--- src/rtl/dmac_request_splitter.sv ---
// ---------------------------------------------------------------------------
// dmac_request_splitter
//
// Accepts one DMA transfer request (start address + byte length - 1), forwards
// a single request to the downstream address generator, then counts the
// address bursts that generator reports via burst_ack.  eot flags the final
// burst of the transfer; done pulses when that final burst is acknowledged.
//
// Handshakes: a transfer moves on a channel on every rising clk edge where
// valid and ready are both 1.  A source holds valid and its payload stable
// until that edge; a sink may change ready at any time.
//
// Ports
//   clk, resetn                  clock, synchronous active-low reset
//   s_req_valid/ready            upstream transfer request handshake
//   s_req_address                start address in beat units
//   s_req_length                 transfer bytes - 1 (low beat bits ignored)
//   m_req_valid/ready            downstream request handshake
//   m_req_address                start address forwarded downstream
//   m_req_last_burst_length      beats - 1 of the final burst
//   burst_ack                    one pulse per burst accepted downstream
//   eot                          current burst is the last of the transfer
//   abort                        synchronous cancel, highest priority
//   busy, done, error            status; done/error are one-cycle pulses
//   dbg_state_o                  FSM state (0 idle, 1 issue, 2 active)
//   dbg_burst_count_o            bursts remaining minus 1
// ---------------------------------------------------------------------------
module dmac_request_splitter #(
    parameter int C_ADDR_ALIGN_BITS  = 3,
    parameter int C_BURST_ALIGN_BITS = 7,
    parameter int C_DMA_LENGTH_WIDTH = 24
) (
    input  logic                                           clk,
    input  logic                                           resetn,
    input  logic                                           s_req_valid,
    output logic                                           s_req_ready,
    input  logic [31:C_ADDR_ALIGN_BITS]                    s_req_address,
    input  logic [C_DMA_LENGTH_WIDTH-1:0]                  s_req_length,
    output logic                                           m_req_valid,
    input  logic                                           m_req_ready,
    output logic [31:C_ADDR_ALIGN_BITS]                    m_req_address,
    output logic [3:0]                                     m_req_last_burst_length,
    input  logic                                           burst_ack,
    output logic                                           eot,
    input  logic                                           abort,
    output logic                                           busy,
    output logic                                           done,
    output logic                                           error,
    output logic [1:0]                                     dbg_state_o,
    output logic [C_DMA_LENGTH_WIDTH-C_BURST_ALIGN_BITS-1:0] dbg_burst_count_o
);

    localparam int BL = C_BURST_ALIGN_BITS - C_ADDR_ALIGN_BITS;
    localparam int CW = C_DMA_LENGTH_WIDTH - C_BURST_ALIGN_BITS;

    typedef enum logic [1:0] {
        ST_IDLE   = 2'd0,
        ST_ISSUE  = 2'd1,
        ST_ACTIVE = 2'd2
    } state_t;

    state_t                     state_q, state_d;
    logic [31:C_ADDR_ALIGN_BITS] addr_q, addr_d;
    logic [BL-1:0]              last_q, last_d;
    logic [CW-1:0]              count_q, count_d;
    logic                       m_req_valid_q;
    logic                       done_q, done_d;
    logic                       error_q, error_d;

    // A start address that is not burst aligned cannot be split on burst
    // boundaries by slicing alone, so such requests are rejected.
    logic misaligned;
    assign misaligned = (s_req_address[C_BURST_ALIGN_BITS-1:C_ADDR_ALIGN_BITS] != '0);

    // Sub-beat length bits carry no information for a beat-based splitter.
    logic unused_len_bits;
    assign unused_len_bits = ^s_req_length[C_ADDR_ALIGN_BITS-1:0];

    // ---------------------------------------------------------------- state
    always_ff @(posedge clk) begin
        if (!resetn) begin
            state_q       <= ST_IDLE;
            addr_q        <= '0;
            last_q        <= '0;
            count_q       <= '0;
            m_req_valid_q <= 1'b0;
            done_q        <= 1'b0;
            error_q       <= 1'b0;
        end else begin
            state_q       <= state_d;
            addr_q        <= addr_d;
            last_q        <= last_d;
            count_q       <= count_d;
            // Registered copy of "next state is ISSUE" so m_req_valid is a
            // flop output that tracks the ISSUE state exactly.
            m_req_valid_q <= (state_d == ST_ISSUE);
            done_q        <= done_d;
            error_q       <= error_d;
        end
    end

    // ----------------------------------------------------------- next state
    always_comb begin
        state_d = state_q;
        addr_d  = addr_q;
        last_d  = last_q;
        count_d = count_q;
        done_d  = 1'b0;
        error_d = 1'b0;

        if (abort) begin
            // Abort wins over any handshake or burst_ack in the same cycle.
            state_d = ST_IDLE;
            count_d = '0;
        end else begin
            case (state_q)
                ST_IDLE: begin
                    if (s_req_valid) begin
                        if (misaligned) begin
                            error_d = 1'b1;
                        end else begin
                            addr_d  = s_req_address;
                            last_d  = s_req_length[C_BURST_ALIGN_BITS-1:C_ADDR_ALIGN_BITS];
                            count_d = s_req_length[C_DMA_LENGTH_WIDTH-1:C_BURST_ALIGN_BITS];
                            state_d = ST_ISSUE;
                        end
                    end
                end
                ST_ISSUE: begin
                    if (m_req_ready) begin
                        state_d = ST_ACTIVE;
                    end
                end
                ST_ACTIVE: begin
                    if (burst_ack) begin
                        if (count_q == '0) begin
                            state_d = ST_IDLE;
                            done_d  = 1'b1;
                        end else begin
                            count_d = count_q - CW'(1);
                        end
                    end
                end
                default: begin
                    state_d = ST_IDLE;
                    count_d = '0;
                end
            endcase
        end
    end

    // -------------------------------------------------------------- outputs
    always_comb begin
        s_req_ready             = (state_q == ST_IDLE);
        busy                    = (state_q != ST_IDLE);
        eot                     = (state_q == ST_ACTIVE) && (count_q == '0);
        m_req_valid             = m_req_valid_q;
        m_req_address           = addr_q;
        m_req_last_burst_length = 4'(last_q);
        done                    = done_q;
        error                   = error_q;
        dbg_state_o             = state_q;
        dbg_burst_count_o       = count_q;
    end

endmodule

--- config.mk ---
export PLATFORM = sky130hd
export DESIGN_NAME = dmac_request_splitter
export DESIGN_NICKNAME = d
export VERILOG_FILES = /design/src/rtl/dmac_request_splitter.sv
export SDC_FILE = /design/constraint.sdc
export NUM_CORES = 1
export LEC_CHECK = 0
export ABC_CLOCK_PERIOD_IN_PS = 5650
export BUFFER_PORTS_ARGS = -buffer_cell sky130_fd_sc_hd__buf_2
export CAP_MARGIN = 15
export CORE_MARGIN = 2
export CORE_UTILIZATION = 45
export DETAILED_ROUTE_END_ITERATION = 16
export PLACE_DENSITY = 0.86
export SYNTH_ARGS = -nofsm -noshare
export SYNTH_HDL_FRONTEND = slang
export SYNTH_SLANG_ARGS = --single-unit
export TNS_END_PERCENT = 50
--- constraint.sdc ---
create_clock -name clk -period 5.65 [get_ports clk]
set_input_delay 0.2825 -clock clk [delete_from_list [all_inputs] [get_ports clk]]
set_output_delay 0.2825 -clock clk [all_outputs]
set_load 0.01 [all_outputs]
# --- Yosys cells after proc, flatten, opt, wreduce, memory -nomap -nowiden ---
# Index checks and enable logic that the tools add are counted.
classes:
  eq_ne: 7
  n_reduce_logical: 10
  muxes: 14
  add_sub_neg: 1
  bitwise: 8
op_table:
  columns: ["cell", "n"]
  rows:
  - ["17-bit 2-to-1 mux", 4]
  - ["17-bit one-hot mux with 3 select lines", 1]
  - ["17-bit zero test", 1]
  - ["17-bit by 1-bit subtractor with 17-bit output (second input constant)", 1]
  - ["2-bit 2-to-1 mux", 6]
  - ["2-bit inequality test (second input constant)", 4]
  - ["1-bit inverter", 8]
  - ["4-bit OR reduction", 2]
  - ["2-bit one-hot mux with 3 select lines", 1]
  - ["5-bit AND reduction", 1]
  - ["2-bit by 1-bit == test with 1-bit output (second input constant)", 2]
  - ["4-bit AND reduction", 1]
  - ["4-bit nonzero test", 1]
  - ["2-bit == test (second input constant)", 1]
  - ["2-bit zero test", 1]
  - ["1-bit 2-to-1 mux", 2]
  - ["2-bit nonzero test", 1]
  - ["2-bit OR reduction", 1]
  - ["1-bit logical AND", 1]
totals:
  reg_bits: 55
  wordCells: 47
  output_inout_bits: 58

# --- Depth between registers and ports, before layout ---
# Gate-level depths: netlist (run 1).
logic_depth:
  word_depth: 6
  mapped_depth: 9
  ltp_nobuf: 7

# --- Least setup slack after synthesis (run 1) ---
# No wires, ideal clock.
synth_path:
  kind: "reg-to-reg"
  from: "reg count_q[0] (netlist: dbg_burst_count_o[0])"
  to: "reg count_q[4] (netlist: dbg_burst_count_o[4])"
  arrival_ps: 1998
  path_stages_with_launch: 9
  slack_ps: 3582
  path_buffers: 1
  path_cell_list: "dfxtp_1 inv_1 ha_1 nor4b_2 and4_1 buf_4 a21o_1 or4_1 a21oi_1"
synth_between:
  elab_chain_cells: 4
  elab_cells_between_ends: 7
  cone_classes: "1 x add/sub; 1 x eq/ne; 3 x mux; 2 x reduce/logical"
synth_rtl:
  columns: ["element", "line", "text"]
  rows:
  - ["start: declaration", "65", "logic [CW-1:0] count_q, count_d;"]
  - ["start signal: assignment", "93", "count_q <= count_d;"]
  - ["17-bit by 1-bit subtractor with 17-bit output", "140", "count_d = count_q - CW'(1);"]
  - ["17-bit 2-to-1 mux", "136", "if (count_q == '0) begin"]
  - ["17-bit 2-to-1 mux", "135", "if (burst_ack) begin"]
  - ["17-bit one-hot mux with 3 select lines", "116", "case (state_q)"]
# Parallel ways exist; a longest one is shown, timed or not. The select of a mux whose other input is x is not followed.
# A chain may end at the register's enable or synchronous reset.

# --- Worst setup path after layout (run 1) ---
layout_path:
  from: "reg state_q[1] (netlist: dbg_state_o[1])"
  to: "reg count_q[0] (netlist: dbg_burst_count_o[0])"
layout_between:
  elab_chain_cells: 3
  elab_cells_between_ends: 10
  cone_classes: "6 x eq/ne; 1 x mux; 1 x bitwise; 2 x reduce/logical"
layout_rtl:
  columns: ["element", "line", "text"]
  rows:
  - ["start: declaration", "62", "state_t state_q, state_d;"]
  - ["start signal: assignment", "90", "state_q <= state_d;"]
  - ["2-bit == test, or another cell as far along", "116", null]
  - ["2-bit inequality test (no source line) or 1-bit inverter (tied branches)", null, null]
  - ["5-bit AND reduction (no source line)", null, null]
# Parallel ways exist; a longest one is shown, timed or not.

==> results of run 1 <==
==> registers in the layout, summed over array words and instances (netlist names) <==
name	flops
m_req_address	29
dbg_burst_count_o	17
m_req_last_burst_length	4
dbg_state_o	2
done	1
error	1
m_req_valid	1
==> power by group <==
part	switching (µW)	internal [µW]	leakage, µW
registers	2.18	390	0.000443
logic	28.8	26.8	0.000932
clock network	137	89.0	0.0000443
==> per-stage QoR <==
stage	util, %	total power [µW]	hold slack (ns)
2_1_floorplan	-	428	0.408
3_3_place_gp	57.1	455	0.447
3_5_place_dp	57.1	456	0.454
5_1_grt	58.9	702	0.202
6_report	58.9	674	0.204
4_1_cts	58.9	678	0.193
==> final timing paths <==
| check | from | endpoint | slack, ns | depth (start not counted) |
|---|---|---|---|---|
| min | s_req_address[27] | m_req_address[27] | 0.20 | 3 |
| max | dbg_state_o[1] | dbg_burst_count_o[0] | 2.77 | 5 |
| max reg2reg | dbg_state_o[1] | dbg_burst_count_o[0] | 2.77 | 5 |
| min reg2reg | m_req_address[8] | m_req_address[8] | 0.47 | 2 |
==> routing by layer <==
metal | track usage (%) | part of all wire, % | up-vias
li1 | - | - | 1301
met1 | 27.0 | 42 | 1166
met2 | 37.2 | 48 | 131
met3 | 7.35 | 9.1 | 7
met4 | 7.07 | 1.1 | 0
met5 | 0 | 0 | -
==> kinds of logic after synthesis <==
| logic type | after synthesis | share of synthesized area [%] |
|---|---|---|
| compound gates | 82 | 22.5 |
| xor+xnor | 4 | 1.36 |
| fa+ha+maj | 1 | 0.486 |
| buf+inv | 26 | 4.18 |
| flops | 55 | 42.8 |
| mux | 3 | 1.22 |
| simple gates | 143 | 27.5 |
==> synthesized netlist by cell type, types with 2 or more instances <==
cell / count / share of area, %
nand2b_1: 4 / 0.97
a21oi_1: 16 / 3.1
xnor2_1: 2 / 0.68
buf_2: 5 / 0.97
nand2_1: 73 / 11
a221oi_1: 2 / 0.68
nor2b_1: 2 / 0.49
o21ai_0: 9 / 1.7
o21a_1: 2 / 0.58
a21boi_0: 29 / 8.5
and3_1: 8 / 1.9
or4_1: 3 / 0.87
a31oi_1: 4 / 0.97
xor2_1: 2 / 0.68
nand4_1: 3 / 0.73
nand3_1: 4 / 0.78
a211oi_1: 4 / 1.2
nor4_1: 6 / 1.5
mux2i_1: 2 / 0.78
nor4b_2: 2 / 1.2
dfxtp_1: 55 / 43
clkbuf_1: 13 / 1.9
nor3_1: 6 / 1.2
nor2_1: 21 / 3.1
and4_1: 2 / 0.68
inv_1: 6 / 0.87
o2bb2ai_1: 3 / 1.0
a32o_1: 2 / 0.78
o211ai_1: 4 / 1.2
==> worst reg2reg max path: cells and delay by family, from the launching register on <==
family,cells,cell delay [ns]
flops,1,1.05
buf+inv,1,0.48
compound gates,3,0.81
simple gates,1,0.46
==> layout make-up <==
class	instances	area, µm²	area share (%)
Timing Repair Buffer	113	566	17.5
Multi-Input combinational cell	233	1370	42.2
Tap cell	72	90.1	2.78
Sequential cell	55	1100	34.0
Clock buffer	5	68.8	2.12
Clock inverter	3	25.0	0.772
Inverter	6	22.5	0.695
==> out/qor.txt, run 1 <==
Outcome: finished, final reports clean
DRC: 0
GRT Residual Overflow: 0
Post-synth EDFFs: 0
Port Buf Inserts: 113
Fin. max-slew vios: 0
Core area: 5510 µm²
FMAX: 347 MHz
WP data arrival: 3.11 ns
Worst slew pin tran: 1.07 ns
RSZ-0062 raised after global routing: no
Placed insts: 479
Kind of critical path: flip-flop to flip-flop
Drt total wl: 6950 µm
Total negative slack: 0 ns
Slowest cell on crit path: dfxtp_1
First-pass GRT wire length: 11200 µm
ANT cells: 0
Inserted Clock Buffers: 5
GP Congestion: 0.934
Top_reg_cell synth: dfxtp_1
CP peak stage delay: 1.05 ns
DRT iter0 DRCs: 230
Cell count after synthesis: 314
Vias in the first global route: 2491
Most frequent cells in the layout: 113 x buf_2, 73 x nand2_1, 55 x dfxtp_1
Worst hold-check path type: input port to flip-flop
Sequential area share after synthesis: 42.8%
CP max FO: 28
DP HPWL: 5000 µm
Leading cell type in the layout, fill and taps excluded: buf_2
Clock Tree Buf Depth: 2
Antenna-violating nets left: 0
Drt first pass iters: 4
Total global routing track utilization: 22.3%
Largest net degree at the start of global routing: 36
Worst skew pair latency: 0.32 ns
Unique masters post-synth: 49
Minimum clock period: 2.88 ns
Cts repair resizes: 0
Nets: 474
DR vias: 2605
CP Cell Sequence: inv_1 > nor2_1 > a21o_1 > a221oi_1 > a211oi_1
Layout cell share with drive strength beyond 1: 31.6%
Worst Setup Start Kind: flip-flop
Hold buffer count at cts: 0
I/O pins: 117
CTS clk-pin slew, worst paths: 0.11 ns
Cell Rows: 27
Layout fillers: 497
Initial antenna violation count: 0
Non-Filler Instances: 487
Final Skew: 0.0143 ns
Wire per inst: 14.3 µm
Syn. warnings: 0
TritonCTS clock tree: yes
Synth-to-Final Area Change: 25.9%
Placement Cell Area: 3150 µm²
Place WS: 2.97 ns
Slew margin rel.: 28.6%
Peak VDD IR: 138 µV
CP top delay family: flip-flops
Sink Count: 55
# setup viols final: 0
Mapped Nets: 374
Avg Inst Size Synth: 8.20 µm²
Setup bufs post-CTS: 0
Die Area: 6340 µm²
Leakage: 0.00142 µW
CP Buf/Inv Count: 1
FF+latch count, synth: 55
Crit. End Element: flip-flop
Worst Path Required: 5.88 ns
# Max-Cap Violations: 0
Asr flop ratio synth: 0%
Cell Pwr Density: 208 nW/µm²
Worst setup margin: 2.77 ns
Die width: 79.6 µm
Final hold vios: 0
Final Cell Area: 3240 µm²
Period utilization: 51.0%
Root Driver: clkbuf_8
Vias per cell: 5.35
Netlist Area Pre-Place: 2570 µm²
DIE HEIGHT: 79.6 µm
Initial Utilization: 46.7%
H-tree depth: 2
(Power assumes the default switching activity.)
==> run 2: changes to the inputs <==
--- a/config.mk
+++ b/config.mk
@@ -5,7 +5,7 @@
 export SDC_FILE = /design/constraint.sdc
 export NUM_CORES = 1
 export LEC_CHECK = 0
-export ABC_CLOCK_PERIOD_IN_PS = 5650
+export ABC_CLOCK_PERIOD_IN_PS = 2700
 export BUFFER_PORTS_ARGS = -buffer_cell sky130_fd_sc_hd__buf_2
 export CAP_MARGIN = 15
 export CORE_MARGIN = 2
==> constraint.sdc (replaced) <==
create_clock -name clk -period 2.7 [get_ports clk]
set_input_delay 0.135 -clock clk [delete_from_list [all_inputs] [get_ports clk]]
set_output_delay 0.135 -clock clk [all_outputs]
set_load 0.01 [all_outputs]
==> run 2 against run 1 <==
Wire length increased by 0.92%. Worst setup slack worse by 2.4 ns. Clock skew is 0.0026 ns lower. Register-to-register slack worse by 2.4 ns. Sequential cell count stayed put. Cell count grew 1.0%. Critical path type unchanged. Largest cell class unchanged.
==> out/qor.txt, run 2 (synthesized netlist as in run 1, its figures left out) <==
Outcome: finished, final reports clean
# setup viols final: 0 (unchanged)
Worst skew pair latency: 0.31 ns (about the same)
DP HPWL: 5170 µm (+3.5%)
Port Buf Inserts: 113 (unchanged)
Placement Cell Area: 3180 µm² (+1.2%)
DRT iter0 DRCs: 207 (-10%)
Crit. End Element: flip-flop
Hold buffer count at cts: 0 (unchanged)
FMAX: 435 MHz (+25%)
Inserted Clock Buffers: 5 (unchanged)
Worst hold-check path type: input port to flip-flop
Worst Path Required: 2.95 ns (-2.93 ns)
DRC: 0 (unchanged)
Fin. max-slew vios: 0 (unchanged)
Vias per cell: 5.41 (+1.1%)
Die width: 79.6 µm (unchanged)
Slew margin rel.: 61.7% (+33 points)
Final Skew: 0.0118 ns (-0.00257 ns)
H-tree depth: 2 (unchanged)
# Max-Cap Violations: 0 (unchanged)
Initial Utilization: 46.7% (unchanged)
Setup bufs post-CTS: 0 (unchanged)
Die Area: 6340 µm² (unchanged)
Layout cell share with drive strength beyond 1: 32.4% (+0.81 points)
Cell Rows: 27 (unchanged)
Minimum clock period: 2.30 ns (-0.584 ns)
GP Congestion: 0.916 (-1.9%)
Antenna-violating nets left: 0 (unchanged)
Largest register FFs: 29 (unchanged)
Final Cell Area: 3280 µm² (+1.2%)
Nets: 479 (+1.1%)
Cell Pwr Density: 435 nW/µm² (+110%)
CTS clk-pin slew, worst paths: 0.11 ns (about the same)
Final hold vios: 0 (unchanged)
Wire per inst: 14.3 µm (-0.10%)
DIE HEIGHT: 79.6 µm (unchanged)
Period utilization: 85.1% (+34 points)
Vias in the first global route: 2472 (-0.76%)
Sink Count: 55 (unchanged)
DR vias: 2661 (+2.1%)
Total global routing track utilization: 22.5% (+0.22 points)
Most frequent cells in the layout: 113 x buf_2, 73 x nand2_1, 55 x dfxtp_1
Drt first pass iters: 4 (unchanged)
First-pass GRT wire length: 11300 µm (+0.73%)
RSZ-0062 raised after global routing: no
Clock Tree Buf Depth: 2 (unchanged)
FF-to-FF path depth: 7 (+2)
Initial antenna violation count: 0 (unchanged)
Cells on Worst Hold Path: 3 (unchanged)
TritonCTS clock tree: yes
WP data arrival: 2.55 ns (-0.56 ns)
ANT cells: 0 (unchanged)
GRT Residual Overflow: 0 (unchanged)
Worst slew pin tran: 0.574 ns (-0.496 ns)
Synth-to-Final Area Change: 27.5%
Drt total wl: 7010 µm (+0.92%)
Peak VDD IR: 318 µV (+130%)
Core area: 5510 µm² (unchanged)
Worst Setup Start Kind: flip-flop
Cts repair resizes: 0 (unchanged)
Largest net degree at the start of global routing: 34 (-5.6%)
Leakage: 0.00145 µW (+1.9%)
CP max FO: 13 (-54%)
Leading cell type in the layout, fill and taps excluded: buf_2
Root Driver: clkbuf_8
I/O pins: 117 (unchanged)
Kind of critical path: flip-flop to flip-flop
Total negative slack: 0 ns (unchanged)
run 2: cell count changes in the layout (fill, tap and decap cells not counted):
cell      before  now
buf_4          0    5
clkinv_4       2    0
inv_6          0    1
inv_8          0    1
run 2: stage by stage:
step	instances	util, %	total power, µW	worst slack [ns]	hold WS (ns)
floorplan	314	-	895	0.632	0.261
global placement	484	57.8	955	0.474	0.384
detailed placement	484	57.8	957	0.431	0.393
CTS	492	59.6	1450	0.402	0.0432
global route	492	59.6	1480	0.228	0.0462
finish	492	59.6	1430	0.403	0.0539
run 2: path summary, 6_finish.rpt:
| path | from | to | slack, ns |
|---|---|---|---|
| worst max-delay path | dbg_burst_count_o[0] | dbg_burst_count_o[4] | 0.40 |
| worst max register to register | dbg_burst_count_o[0] | dbg_burst_count_o[4] | 0.40 |
| worst min-delay path | s_req_address[11] | m_req_address[11] | 0.05 |
| worst min register to register | m_req_address[23] | m_req_address[23] | 0.47 |
run 2: power by group:
part	leakage [µW]	switching [µW]	internal, µW	total (µW)
Combinational	0.000957	61.8	58.0	120
Sequential	0.000443	4.15	816	820
Clock	0.0000467	294	193	487
Total	0.00145	360	1070	1430
run 2: critical path, cell delays in order (launching register included):
cell	delay, ns
dfxtp_1	0.40
inv_1	0.10
ha_1	0.26
nor4b_2	0.19
and4_1	0.25
a21o_1	0.35
or4_1	0.54
a21oi_1	0.14
run 2: cell type report:
class / count / area [µm²]
repair buffers: 118 / 603
clock inverters: 3 / 27.5
inverters: 6 / 22.5
fillers: 493 / 2230
flip-flops and latches: 55 / 1100
multi-input cells: 233 / 1370
clock buffers: 5 / 68.8
well taps: 72 / 90.1
run 2: per-layer routing:
metal	vias up	track usage (%)	share of wire [%]
met5	-	0	0
met3	13	6.33	9.4
met1	1207	27.1	41
met4	0	8.10	1.3
li1	1312	-	-
met2	129	38.2	49
==> run 3: changes to the inputs <==
--- a/config.mk
+++ b/config.mk
@@ -12,6 +12,7 @@
 export CORE_UTILIZATION = 45
 export DETAILED_ROUTE_END_ITERATION = 16
 export PLACE_DENSITY = 0.86
+export REMOVE_ABC_BUFFERS = 1
 export SYNTH_ARGS = -nofsm -noshare
 export SYNTH_HDL_FRONTEND = slang
 export SYNTH_SLANG_ARGS = --single-unit
==> run 3 against run 2 <==
Register-to-register slack worse by 0.02 ns. Non-clock buffer count down 1. Power down 1.6%. Cell count down 0.20%. Sequential power about the same. Count of clock-buffer cells in the layout unchanged. Sequential share of layout area up 0.13 points. Die area unchanged. Cell area down 0.38%. Highest routed layer unchanged.
==> out/qor.txt, run 3 (synthesized netlist as in run 1, its figures left out) <==
DRT iter0 DRCs: 170 (-18%)
# setup viols final: 0 (unchanged)
Largest net degree at the start of global routing: 36 (+5.9%)
Worst Path Required: 2.93 ns (-0.02 ns)
Leakage: 0.00144 µW (-0.21%)
Antenna-violating nets left: 0 (unchanged)
Sink Count: 55 (unchanged)
ANT cells: 0 (unchanged)
Crit path from: dbg_burst_count_o[0]
Initial Utilization: 46.7% (unchanged)
Core area: 5510 µm² (unchanged)
Die width: 79.6 µm (unchanged)
Root Driver: clkbuf_8
Worst slew pin tran: 0.622 ns (+0.0481 ns)
Setup bufs post-CTS: 0 (unchanged)
Wire per inst: 14.1 µm (-0.90%)
Initial antenna violation count: 0 (unchanged)
Total global routing track utilization: 21.8% (-0.65 points)
Kind of critical path: flip-flop to flip-flop
Minimum clock period: 2.32 ns (+0.0194 ns)
Worst Setup EP: dbg_burst_count_o[4]
Tot Pwr: 1400 µW (-1.6%)
Most frequent cells in the layout: 113 x buf_2, 73 x nand2_1, 55 x dfxtp_1
Vias in the first global route: 2468 (-0.16%)
Leading cell type in the layout, fill and taps excluded: buf_2
DRC: 0 (unchanged)
Nets: 478 (-0.21%)
I/O pins: 117 (unchanged)
TritonCTS clock tree: yes
Slew margin rel.: 58.5% (-3.2 points)
WP data arrival: 2.55 ns (about the same)
Final hold vios: 0 (unchanged)
Worst skew pair latency: 0.31 ns (about the same)
DR vias: 2691 (+1.1%)
Fin. max-slew vios: 0 (unchanged)
Total negative slack: 0 ns (unchanged)
Drt first pass iters: 5 (+1)
DP HPWL: 5110 µm (-1.1%)
FF-to-FF path depth: 7 (unchanged)
Cell Rows: 27 (unchanged)
Die Area: 6340 µm² (unchanged)
CTS clk-pin slew, worst paths: 0.11 ns (about the same)
DIE HEIGHT: 79.6 µm (unchanged)
Synth-to-Final Area Change: 27.0%
Period utilization: 85.8% (+0.72 points)
Vias per cell: 5.48 (+1.3%)
RSZ-0062 raised after global routing: no
FF-to-FF End: dbg_burst_count_o[4]
Hold buffer count at cts: 0 (unchanged)
FMAX: 432 MHz (-0.84%)
Clock Tree Buf Depth: 2 (unchanged)
Final Skew: 0.00977 ns (-0.00200 ns)
Port Buf Inserts: 113 (unchanged)
Layout cell share with drive strength beyond 1: 32.2% (-0.16 points)
# Max-Cap Violations: 0 (unchanged)
Worst Setup Start Kind: flip-flop
Crit. End Element: flip-flop
Cell Pwr Density: 430 nW/µm² (-1.2%)
First-pass GRT wire length: 11200 µm (-0.61%)
Peak VDD IR: 329 µV (+3.5%)
Outcome: finished, final reports clean
Drt total wl: 6940 µm (-1.1%)
GRT Residual Overflow: 0 (unchanged)
Worst hold-check path type: input port to flip-flop
H-tree depth: 2 (unchanged)
Setup slack, reg-to-reg: 0.38 ns (-0.02 ns)
Largest register FFs: 29 (unchanged)
Cts repair resizes: 0 (unchanged)
Inserted Clock Buffers: 5 (unchanged)
Cells on Worst Hold Path: 3 (unchanged)
GP Congestion: 0.931 (+1.6%)
CP max FO: 13 (unchanged)
RR Startpoint: dbg_burst_count_o[0]
==> run 3: cell count changes in the layout (fill, tap and decap cells not counted) <==
cell and delta:
clkinv_2 +1, clkinvlp_4 -1, inv_8 -1, buf_4 -1, clkinv_4 +1
==> run 3: report_power, final <==
part	leakage, µW	switching [µW]	internal, µW	total (µW)
Combinational	0.000952	61.1	57.2	118
Clock	0.0000485	279	187	466
Sequential	0.000443	4.19	816	820
Total	0.00144	344	1060	1400
==> run 3: critical path, cell delays in order (launching register included) <==
cell,delay (ns)
dfxtp_1,0.40
inv_1,0.10
ha_1,0.26
nor4b_2,0.20
and4_1,0.26
a21o_1,0.35
or4_1,0.54
a21oi_1,0.14
==> run 3: cell type report <==
type / instances / area [µm²]
multi-input combinational: 233 / 1370
timing repair buffer: 117 / 596
tap: 72 / 90.1
clock buffer: 5 / 68.8
fill: 517 / 2240
sequential: 55 / 1100
clock inverter: 3 / 22.5
inverter: 6 / 22.5
==> run 3: how the worst min path moves through the flow <==
stage | start | end | slack, ns
after floorplan | s_req_valid | error | 0.26
after global placement | s_req_address[24] | m_req_address[24] | 0.39
after detailed placement | s_req_address[22] | m_req_address[22] | 0.40
after CTS | s_req_address[30] | m_req_address[30] | 0.06
after global routing | s_req_address[17] | m_req_address[17] | 0.06
final | s_req_address[17] | m_req_address[17] | 0.06
==> run 3: routing by layer <==
| layer | vias to the layer above | routed length, µm | GRT usage [%] |
|---|---|---|---|
| li1 | 1314 | - | - |
| met1 | 1259 | 2900 | 28.3 |
| met2 | 105 | 3480 | 37.0 |
| met3 | 13 | 451 | 4.07 |
| met4 | 0 | 102 | 6.38 |
| met5 | - | 0 | 0 |
==> run 3: through the flow <==
step / cells / area [µm²] / hold WS [ns] / utilization, % / worst slack [ns]
2_1_floorplan: 294 / 2490 / 0.261 / - / 0.436
6_report: 491 / 3270 / 0.0612 / 59.4 / 0.384
3_5_place_dp: 483 / 3180 / 0.395 / 57.7 / 0.442
4_1_cts: 491 / 3270 / 0.0567 / 59.4 / 0.413
5_1_grt: 491 / 3270 / 0.0580 / 59.4 / 0.196
3_3_place_gp: 483 / 3180 / 0.387 / 57.7 / 0.494
